### config.mk
export PLATFORM = sky130hd
export DESIGN_NAME = nvme_multiq_doorbell_ctrl
export DESIGN_NICKNAME = d
export VERILOG_FILES = /design/src/rtl/nvme_ctl_pkg.sv /design/src/rtl/nvme_rr_arbiter.sv /design/src/rtl/nvme_multiq_doorbell_ctrl.sv
export SDC_FILE = /design/constraint.sdc
export NUM_CORES = 1
export LEC_CHECK = 0
export BUFFER_PORTS_ARGS = -buffer_cell sky130_fd_sc_hd__buf_2
export CAP_MARGIN = 20
export CORE_MARGIN = 2
export CORE_UTILIZATION = 45
export DETAILED_ROUTE_END_ITERATION = 8
export GPL_TIMING_DRIVEN = 1
export PLACE_DENSITY_LB_ADDON = 0.05
export SLEW_MARGIN = 20
export SYNTH_ARGS = -nofsm -noshare
export SYNTH_HDL_FRONTEND = slang
export SYNTH_SLANG_ARGS = --single-unit
### constraint.sdc
create_clock -name user_clk -period 5.5 [get_ports user_clk]
set_clock_uncertainty 0.15 [all_clocks]
set_input_delay 1.1 -clock user_clk [delete_from_list [all_inputs] [get_ports user_clk]]
set_output_delay 1.1 -clock user_clk [all_outputs]
set_load 0.005 [all_outputs]
### src/rtl/nvme_ctl_pkg.sv
// Shared constants, types and the doorbell address helper for the NVMe doorbell controller.
package nvme_ctl_pkg;

    localparam logic [3:0] ST_WAIT_LNKUP   = 4'd0;
    localparam logic [3:0] ST_START_CFG    = 4'd1;
    localparam logic [3:0] ST_WAIT_CFG_DONE = 4'd2;
    localparam logic [3:0] ST_IDLE         = 4'd3;
    localparam logic [3:0] ST_ISSUE        = 4'd4;
    localparam logic [3:0] ST_WAIT_DONE    = 4'd5;

    localparam logic [63:0] DB_OFFSET = 64'h1000;

    // Doorbell k = 2*q + type
    localparam int DB_SQ = 0;
    localparam int DB_CQ = 1;

    typedef struct packed {
        logic [63:0] addr;
        logic [31:0] data;
    } db_req_t;

    function automatic logic [63:0] db_address(input logic [63:0] base, input int unsigned k,
                                               input int unsigned dstrd);
        return base + DB_OFFSET + (64'(k) << (2 + dstrd));
    endfunction

endpackage

### src/rtl/nvme_rr_arbiter.sv
// Round-robin arbiter: search begins one past the last granted index; pointer moves on adv.
module nvme_rr_arbiter #(
    parameter int N = 8,
    localparam int IW = (N > 1) ? $clog2(N) : 1
) (
    input  logic          clk,
    input  logic          rst_n,
    input  logic          clr,
    input  logic          adv,
    input  logic [N-1:0]  req,
    output logic [N-1:0]  gnt_oh,
    output logic [IW-1:0] gnt_idx,
    output logic          gnt_vld
);

    logic [IW-1:0] start_q, start_d;

    always_comb begin
        gnt_oh  = '0;
        gnt_idx = '0;
        gnt_vld = 1'b0;
        for (int i = 0; i < N; i++) begin
            int j;
            logic [IW-1:0] jj;
            j = int'(start_q) + i;
            if (j >= N) j = j - N;
            jj = IW'(j);
            if (!gnt_vld && req[jj]) begin
                gnt_vld    = 1'b1;
                gnt_idx    = jj;
                gnt_oh[jj] = 1'b1;
            end
        end
    end

    always_comb begin
        start_d = start_q;
        if (clr) start_d = '0;
        else if (adv && gnt_vld) start_d = (gnt_idx == IW'(N - 1)) ? '0 : gnt_idx + 1'b1;
    end

    always_ff @(posedge clk or negedge rst_n) begin
        if (!rst_n) start_q <= '0;
        else        start_q <= start_d;
    end

endmodule

### src/rtl/nvme_multiq_doorbell_ctrl.sv
// Multi-queue NVMe doorbell controller: bring-up FSM, SQ tail / CQ head tracking, coalesced doorbell writes.
// Optional doorbell-done watchdog enabled by defining DB_TIMEOUT_EN.
module nvme_multiq_doorbell_ctrl
    import nvme_ctl_pkg::*;
#(
    parameter int          NUM_QUEUES  = 4,
    parameter int          QUEUE_DEPTH = 64,
    parameter int          PTR_W       = $clog2(QUEUE_DEPTH),
    parameter int          DSTRD       = 0,
    parameter logic [63:0] BAR_BASE    = 64'h0000_0800_0000_0000,
    parameter int          TIMEOUT_CYC = 1024
) (
    input  logic                        user_clk,
    input  logic                        user_reset_n,
    input  logic                        user_lnk_up,
    output logic                        start_config,
    input  logic                        cfg_done,
    input  logic [NUM_QUEUES-1:0]       sq_submit,
    input  logic [NUM_QUEUES-1:0]       cq_consume,
    input  logic [NUM_QUEUES*PTR_W-1:0] sq_head,
    output logic [NUM_QUEUES-1:0]       sq_full,
    output logic                        db_write,
    output logic [63:0]                 db_addr,
    output logic [31:0]                 db_data,
    input  logic                        db_write_done,
    output logic                        overflow_err,
    output logic                        db_timeout,
    output logic [3:0]                  ctl_state
);

    localparam int NUM_DB = 2 * NUM_QUEUES;
    localparam int IW     = $clog2(NUM_DB);

    logic [3:0]                   state_q, state_d;
    logic                         start_cfg_q, start_cfg_d;
    logic                         db_write_q, db_write_d;
    db_req_t                      req_q, req_d;
    logic                         ovf_q, ovf_d;
    logic [IW-1:0]                gidx_q, gidx_d;
    logic [PTR_W-1:0]             lat_q, lat_d;
    logic [NUM_DB-1:0][PTR_W-1:0] ptr_q, ptr_d;
    logic [NUM_DB-1:0][PTR_W-1:0] last_q, last_d;

    logic [NUM_DB-1:0] pending;
    logic [NUM_DB-1:0] gnt_oh;
    logic [IW-1:0]     gnt_idx;
    logic              gnt_vld;
    logic              adv;
    logic [PTR_W-1:0]  gnt_ptr;
    logic              active;

    for (genvar q = 0; q < NUM_QUEUES; q++) begin : g_q
        assign sq_full[q] = (PTR_W'(ptr_q[2*q+DB_SQ] + 1'b1) == sq_head[q*PTR_W +: PTR_W]);
    end

    for (genvar k = 0; k < NUM_DB; k++) begin : g_pend
        assign pending[k] = (ptr_q[k] != last_q[k]);
    end

    nvme_rr_arbiter #(.N(NUM_DB)) u_arb (
        .clk     (user_clk),
        .rst_n   (user_reset_n),
        .clr     (!user_lnk_up),
        .adv     (adv),
        .req     (pending),
        .gnt_oh  (gnt_oh),
        .gnt_idx (gnt_idx),
        .gnt_vld (gnt_vld)
    );

    always_comb begin
        gnt_ptr = '0;
        for (int k = 0; k < NUM_DB; k++) if (gnt_oh[k]) gnt_ptr = gnt_ptr | ptr_q[k];
    end

    assign active = (state_q == ST_IDLE) || (state_q == ST_ISSUE) || (state_q == ST_WAIT_DONE);

`ifdef DB_TIMEOUT_EN
    localparam int TW = $clog2(TIMEOUT_CYC + 1);
    logic [TW-1:0] tmo_q, tmo_d;
    logic          tmo_flag_q, tmo_flag_d;
`else
    // Watchdog length is meaningless without the watchdog; keep the parameter referenced.
    logic unused_timeout_cyc;
    assign unused_timeout_cyc = ^TIMEOUT_CYC;
`endif

    always_comb begin
        state_d     = state_q;
        start_cfg_d = 1'b0;
        db_write_d  = 1'b0;
        req_d       = req_q;
        ovf_d       = ovf_q;
        gidx_d      = gidx_q;
        lat_d       = lat_q;
        ptr_d       = ptr_q;
        last_d      = last_q;
        adv         = 1'b0;
`ifdef DB_TIMEOUT_EN
        tmo_d       = '0;
        tmo_flag_d  = tmo_flag_q;
`endif
        if (!user_lnk_up) begin
            state_d = ST_WAIT_LNKUP;
            req_d   = '0;
            ovf_d   = 1'b0;
            gidx_d  = '0;
            lat_d   = '0;
            ptr_d   = '0;
            last_d  = '0;
`ifdef DB_TIMEOUT_EN
            tmo_flag_d = 1'b0;
`endif
        end else begin
            start_cfg_d = (state_q == ST_START_CFG);
            if (active) begin
                for (int q = 0; q < NUM_QUEUES; q++) begin
                    if (sq_submit[q]) begin
                        if (sq_full[q]) ovf_d = 1'b1;
                        else            ptr_d[2*q+DB_SQ] = ptr_q[2*q+DB_SQ] + 1'b1;
                    end
                    if (cq_consume[q]) ptr_d[2*q+DB_CQ] = ptr_q[2*q+DB_CQ] + 1'b1;
                end
            end
            case (state_q)
                ST_WAIT_LNKUP:    state_d = ST_START_CFG;
                ST_START_CFG:     state_d = ST_WAIT_CFG_DONE;
                ST_WAIT_CFG_DONE: if (cfg_done) state_d = ST_IDLE;
                ST_IDLE: begin
                    if (gnt_vld) begin
                        adv        = 1'b1;
                        state_d    = ST_ISSUE;
                        db_write_d = 1'b1;
                        gidx_d     = gnt_idx;
                        lat_d      = gnt_ptr;
                        req_d.addr = db_address(BAR_BASE, 32'(gnt_idx), 32'(DSTRD));
                        req_d.data = 32'(gnt_ptr);
                    end
                end
                ST_ISSUE: begin
                    if (db_write_done) begin
                        last_d[gidx_q] = lat_q;
                        state_d        = ST_IDLE;
                    end else begin
                        state_d = ST_WAIT_DONE;
                    end
                end
                ST_WAIT_DONE: begin
                    if (db_write_done) begin
                        last_d[gidx_q] = lat_q;
                        state_d        = ST_IDLE;
                    end
`ifdef DB_TIMEOUT_EN
                    // last_w is left alone so the same doorbell competes again
                    else if (tmo_q == TW'(TIMEOUT_CYC - 1)) begin
                        tmo_flag_d = 1'b1;
                        state_d    = ST_IDLE;
                    end else begin
                        tmo_d = tmo_q + 1'b1;
                    end
`endif
                end
                default: state_d = ST_WAIT_LNKUP;
            endcase
        end
    end

    always_ff @(posedge user_clk or negedge user_reset_n) begin
        if (!user_reset_n) begin
            state_q     <= ST_WAIT_LNKUP;
            start_cfg_q <= 1'b0;
            db_write_q  <= 1'b0;
            req_q       <= '0;
            ovf_q       <= 1'b0;
            gidx_q      <= '0;
            lat_q       <= '0;
            ptr_q       <= '0;
            last_q      <= '0;
        end else begin
            state_q     <= state_d;
            start_cfg_q <= start_cfg_d;
            db_write_q  <= db_write_d;
            req_q       <= req_d;
            ovf_q       <= ovf_d;
            gidx_q      <= gidx_d;
            lat_q       <= lat_d;
            ptr_q       <= ptr_d;
            last_q      <= last_d;
        end
    end

`ifdef DB_TIMEOUT_EN
    always_ff @(posedge user_clk or negedge user_reset_n) begin
        if (!user_reset_n) begin
            tmo_q      <= '0;
            tmo_flag_q <= 1'b0;
        end else begin
            tmo_q      <= tmo_d;
            tmo_flag_q <= tmo_flag_d;
        end
    end
    assign db_timeout = tmo_flag_q;
`else
    assign db_timeout = 1'b0;
`endif

    assign start_config = start_cfg_q;
    assign db_write     = db_write_q;
    assign db_addr      = req_q.addr;
    assign db_data      = req_q.data;
    assign overflow_err = ovf_q;
    assign ctl_state    = state_q;

endmodule

==> out/qor.yml <==
worst_setup_path:
  crit_path_end: "lat_q[5]$_DFFE_PN0P_"
  r2r_setup_slack_ns: 0.64
  cp-start-kind: "flop"
  worstPathArrival_ns: 5.06
  crit-reg2reg-launch: "ptr_q[26]$_DFFE_PN0P_"
  rr_endpoint: "lat_q[5]$_DFFE_PN0P_"
  worstRegToRegCells: 12
  cp_max_fo: 16
  end_kind: "flop"
  required_ns: 5.70
  criticalPathCategory: "reg2reg"
  cp-startpoint: "ptr_q[26]$_DFFE_PN0P_"
placement:
  gp_congestion: 0.9376
  dpl.hpwl_um: 20120
  placed_cells: 1285
  io_buffers: 57
global_routing:
  grt_pass1_wl_um: 42660
  gr-usage-met1_pct: 37.34
  met3_usage_pct: 4.843
  busiest_layer: "met2"
  antenna_found_initial: 0
  grt_pass1_vias: 7121
  grt_max_degree: 42
  overflow: 0
  grt_util_all_layers_pct: 25.77
  grt_util_met2_pct: 39.31
clocking:
  cts.clk_slew.worst_paths_ns: 0.06
  cts_tree: "built"
  hold_buffers: 0
  post_cts_buffers: 0
  cts_root_buffer: "clkbuf_16"
  htree_levels: 4
  clockBufferDepth: 2
  cts_sinks: 115
  cts_made_buffers: 17
  clock_latency_ns: 0.42
  cts_resized: 0
yosys:
  syn_avg_cell_area_um2: 8.895
  synth_cell_types: 79
  async_reset_ff_share_pct: 100.0
  ys_warn_count: 0
  ys.flop_type: "dfrtp_1"
  synth_edf_count: 0
  synth_seq_area_share_pct: 32.16
  netlist_area_um2: 8949
  synthCells: 1006
  ys_seq_elements: 115
finish:
  diodes: 0
  nets: 1092
  syn_to_final_growth_pct: 8.082
  finalNonFillerCells: 1317
  layout-drive-gt1-share_pct: 12.93
  post-route-util_pct: 49.69
die:
  die_h_um: 145.0
  die_w_um: 145.0
  die-area_um2: 21030
  fp-row-count: 51
  pin_count: 145
  core_um2: 19460
  start_util_pct: 45.98
sta:
  tns_ns: 0
  drv_slew: 0
  worst_slew_pin_slew_ns: 1.086
  relSlewSlack_pct: 27.40
  max_freq_mhz: 205.7
  hold-worst-slack_ns: 0.3575
  finalCriticalPeriod_ns: 4.861
  hold_violations: 0
  setup_viol: 0
  rsz0062_at_grt: "no"
  final.period_utilization_pct: 88.38
status:
  status: "finished clean"
routing:
  dr.pass1.iters: 5
  routed_via_density: 5.857
  vias: 7714
  ant_nets: 0
  route.detailed.drc: 0
  wirelength_um: 27310
  wl_per_cell_um: 20.74
  drt_iter0_drc: 926
job:
  max_cap_viol_count: 0
hold_path:
  min_from: "db_addr[12]$_DFFE_PN0P_"
  hp-class: "reg2reg"
power:
  vdd_drop_max_mv: 0.4234
  leakage_nw: 4.378
  power_density_nw_per_um2: 618.1
  total_power_mw: 5.978
==> worst min path at each step <==
stage	cells past startpoint	end	slack, ns
3_3_place_gp	1	last_q[15]$_DFFE_PN0P_	0.34
5_1_grt	1	last_q[11]$_DFFE_PN0P_	0.38
6_report	1	db_addr[12]$_DFFE_PN0P_	0.36
4_1_cts	1	last_q[21]$_DFFE_PN0P_	0.36
2_1_floorplan	1	last_q[11]$_DFFE_PN0P_	0.34
3_5_place_dp	1	last_q[21]$_DFFE_PN0P_	0.35
==> Yosys cell counts, types with 5 or more instances <==
master / instances / area share [%]
nand2_1: 80 / 3.4
xor2_1: 56 / 5.5
a21oi_1: 22 / 1.2
a22oi_1: 16 / 1.3
nor4_1: 6 / 0.42
a22o_1: 8 / 0.78
nor3b_1: 10 / 0.84
buf_2: 9 / 0.50
o211ai_1: 6 / 0.50
a221o_1: 7 / 0.78
a21o_1: 6 / 0.50
nor2b_1: 9 / 0.63
and3_1: 9 / 0.63
a211oi_1: 13 / 1.1
o31ai_1: 5 / 0.42
nor2_1: 50 / 2.1
ha_1: 16 / 2.2
o2111ai_1: 8 / 0.78
mux4_2: 8 / 2.0
and2_1: 39 / 2.7
a31oi_1: 12 / 0.84
mux2i_1: 7 / 0.78
o22ai_1: 5 / 0.35
xnor2_1: 54 / 5.3
buf_1: 9 / 0.38
buf_4: 88 / 7.4
nand3_1: 53 / 3.0
inv_1: 20 / 0.84
dfrtp_1: 115 / 32
nand4_1: 10 / 0.70
a32o_1: 49 / 5.5
o21ai_0: 48 / 2.7
a21boi_0: 10 / 0.84
clkbuf_1: 41 / 1.7
nor3_1: 23 / 1.3
==> per-layer routing <==
metal  part of all wire (%)  vias to the layer above
li1                       -                     3585
met1                     46                     3800
met2                     45                      295
met3                    6.6                       34
met4                    1.8                        0
met5                      0                        -
==> layout by cell type (no fill, tap or decap), types with 10 or more instances in the layout <==
cell type and instances:
a211oi_1 13, a21boi_0 10, a21oi_1 22, a22oi_1 16, a31oi_1 12, a32o_1 49, and2_1 39, buf_2 56
buf_4 20, clkbuf_16 17, conb_1 87, dfrtp_1 115, ha_1 16, inv_1 20, nand2_1 80, nand3_1 53
nand4_1 10, nor2_1 50, nor3_1 23, nor3b_1 10, o21ai_0 48, xnor2_1 54, xor2_1 56
==> worst max-delay path, stage by stage, from the launching register on <==
cell,delay (ns)
dfrtp_1,0.61
xnor2_2,0.16
nand4_2,0.30
or2_1,0.32
mux4_2,0.52
o2bb2ai_2,0.16
or2_0,0.57
nor3_2,0.54
nand3_1,0.20
a21boi_0,0.16
o211ai_1,0.61
a211oi_1,0.25
a31oi_1,0.21
==> flip-flops by register name (all words and copies together), names as in the netlist, 2 cells and up <==
| signal | flops |
|---|---|
| last_q | 48 |
| ptr_q | 48 |
| lat_q | 6 |
| ctl_state | 3 |
| u_arb.start_q | 3 |
| db_addr | 2 |
| gidx_q | 2 |
==> logic make-up (layout without fill, tap and decap cells) <==
logic type               Yosys count  count (layout)  share of synthesized area (%)
adder cells (fa/ha/maj)           16              16                          2.237
AND/OR/NAND/NOR                  322             322                          18.95
AO/OA/AOI/OAI                    253             253                          21.41
multiplexers                      17              17                          3.048
flip-flops                       115             115                          32.16
buffers and inverters            170             130                          11.03
other                              1              87                        0.04191
XOR/XNOR                         112             112                          11.13
==> stage by stage <==
stage	worst slack, ns	area (um2)
5_1_grt	0.4837	9672
6_report	0.6388	9672
3_3_place_gp	0.7963	9129
4_1_cts	0.7378	9672
3_5_place_dp	0.7548	9129
2_1_floorplan	0.7512	9271
==> final cells by class <==
| class | count | area (um2) |
|---|---|---|
| clock buffer | 19 | 442.9 |
| clock inverter | 13 | 100.1 |
| fill | 1859 | 9791 |
| inverter | 22 | 82.58 |
| multi-input combinational | 807 | 5406 |
| sequential | 115 | 2878 |
| tap | 265 | 331.6 |
| timing repair buffer | 76 | 430.4 |
==> power breakdown <==
| group | internal, mW | switching [mW] | leakage, nW | total, mW |
|---|---|---|---|---|
| Clock | 0.593 | 0.436 | 0.258 | 1.03 |
| Sequential | 0.916 | 0.190 | 1.60 | 1.11 |
| Combinational | 1.26 | 2.58 | 2.52 | 3.84 |
| Total | 2.77 | 3.21 | 4.38 | 5.98 |
No activity file was read; power rests on OpenSTA's default activity.
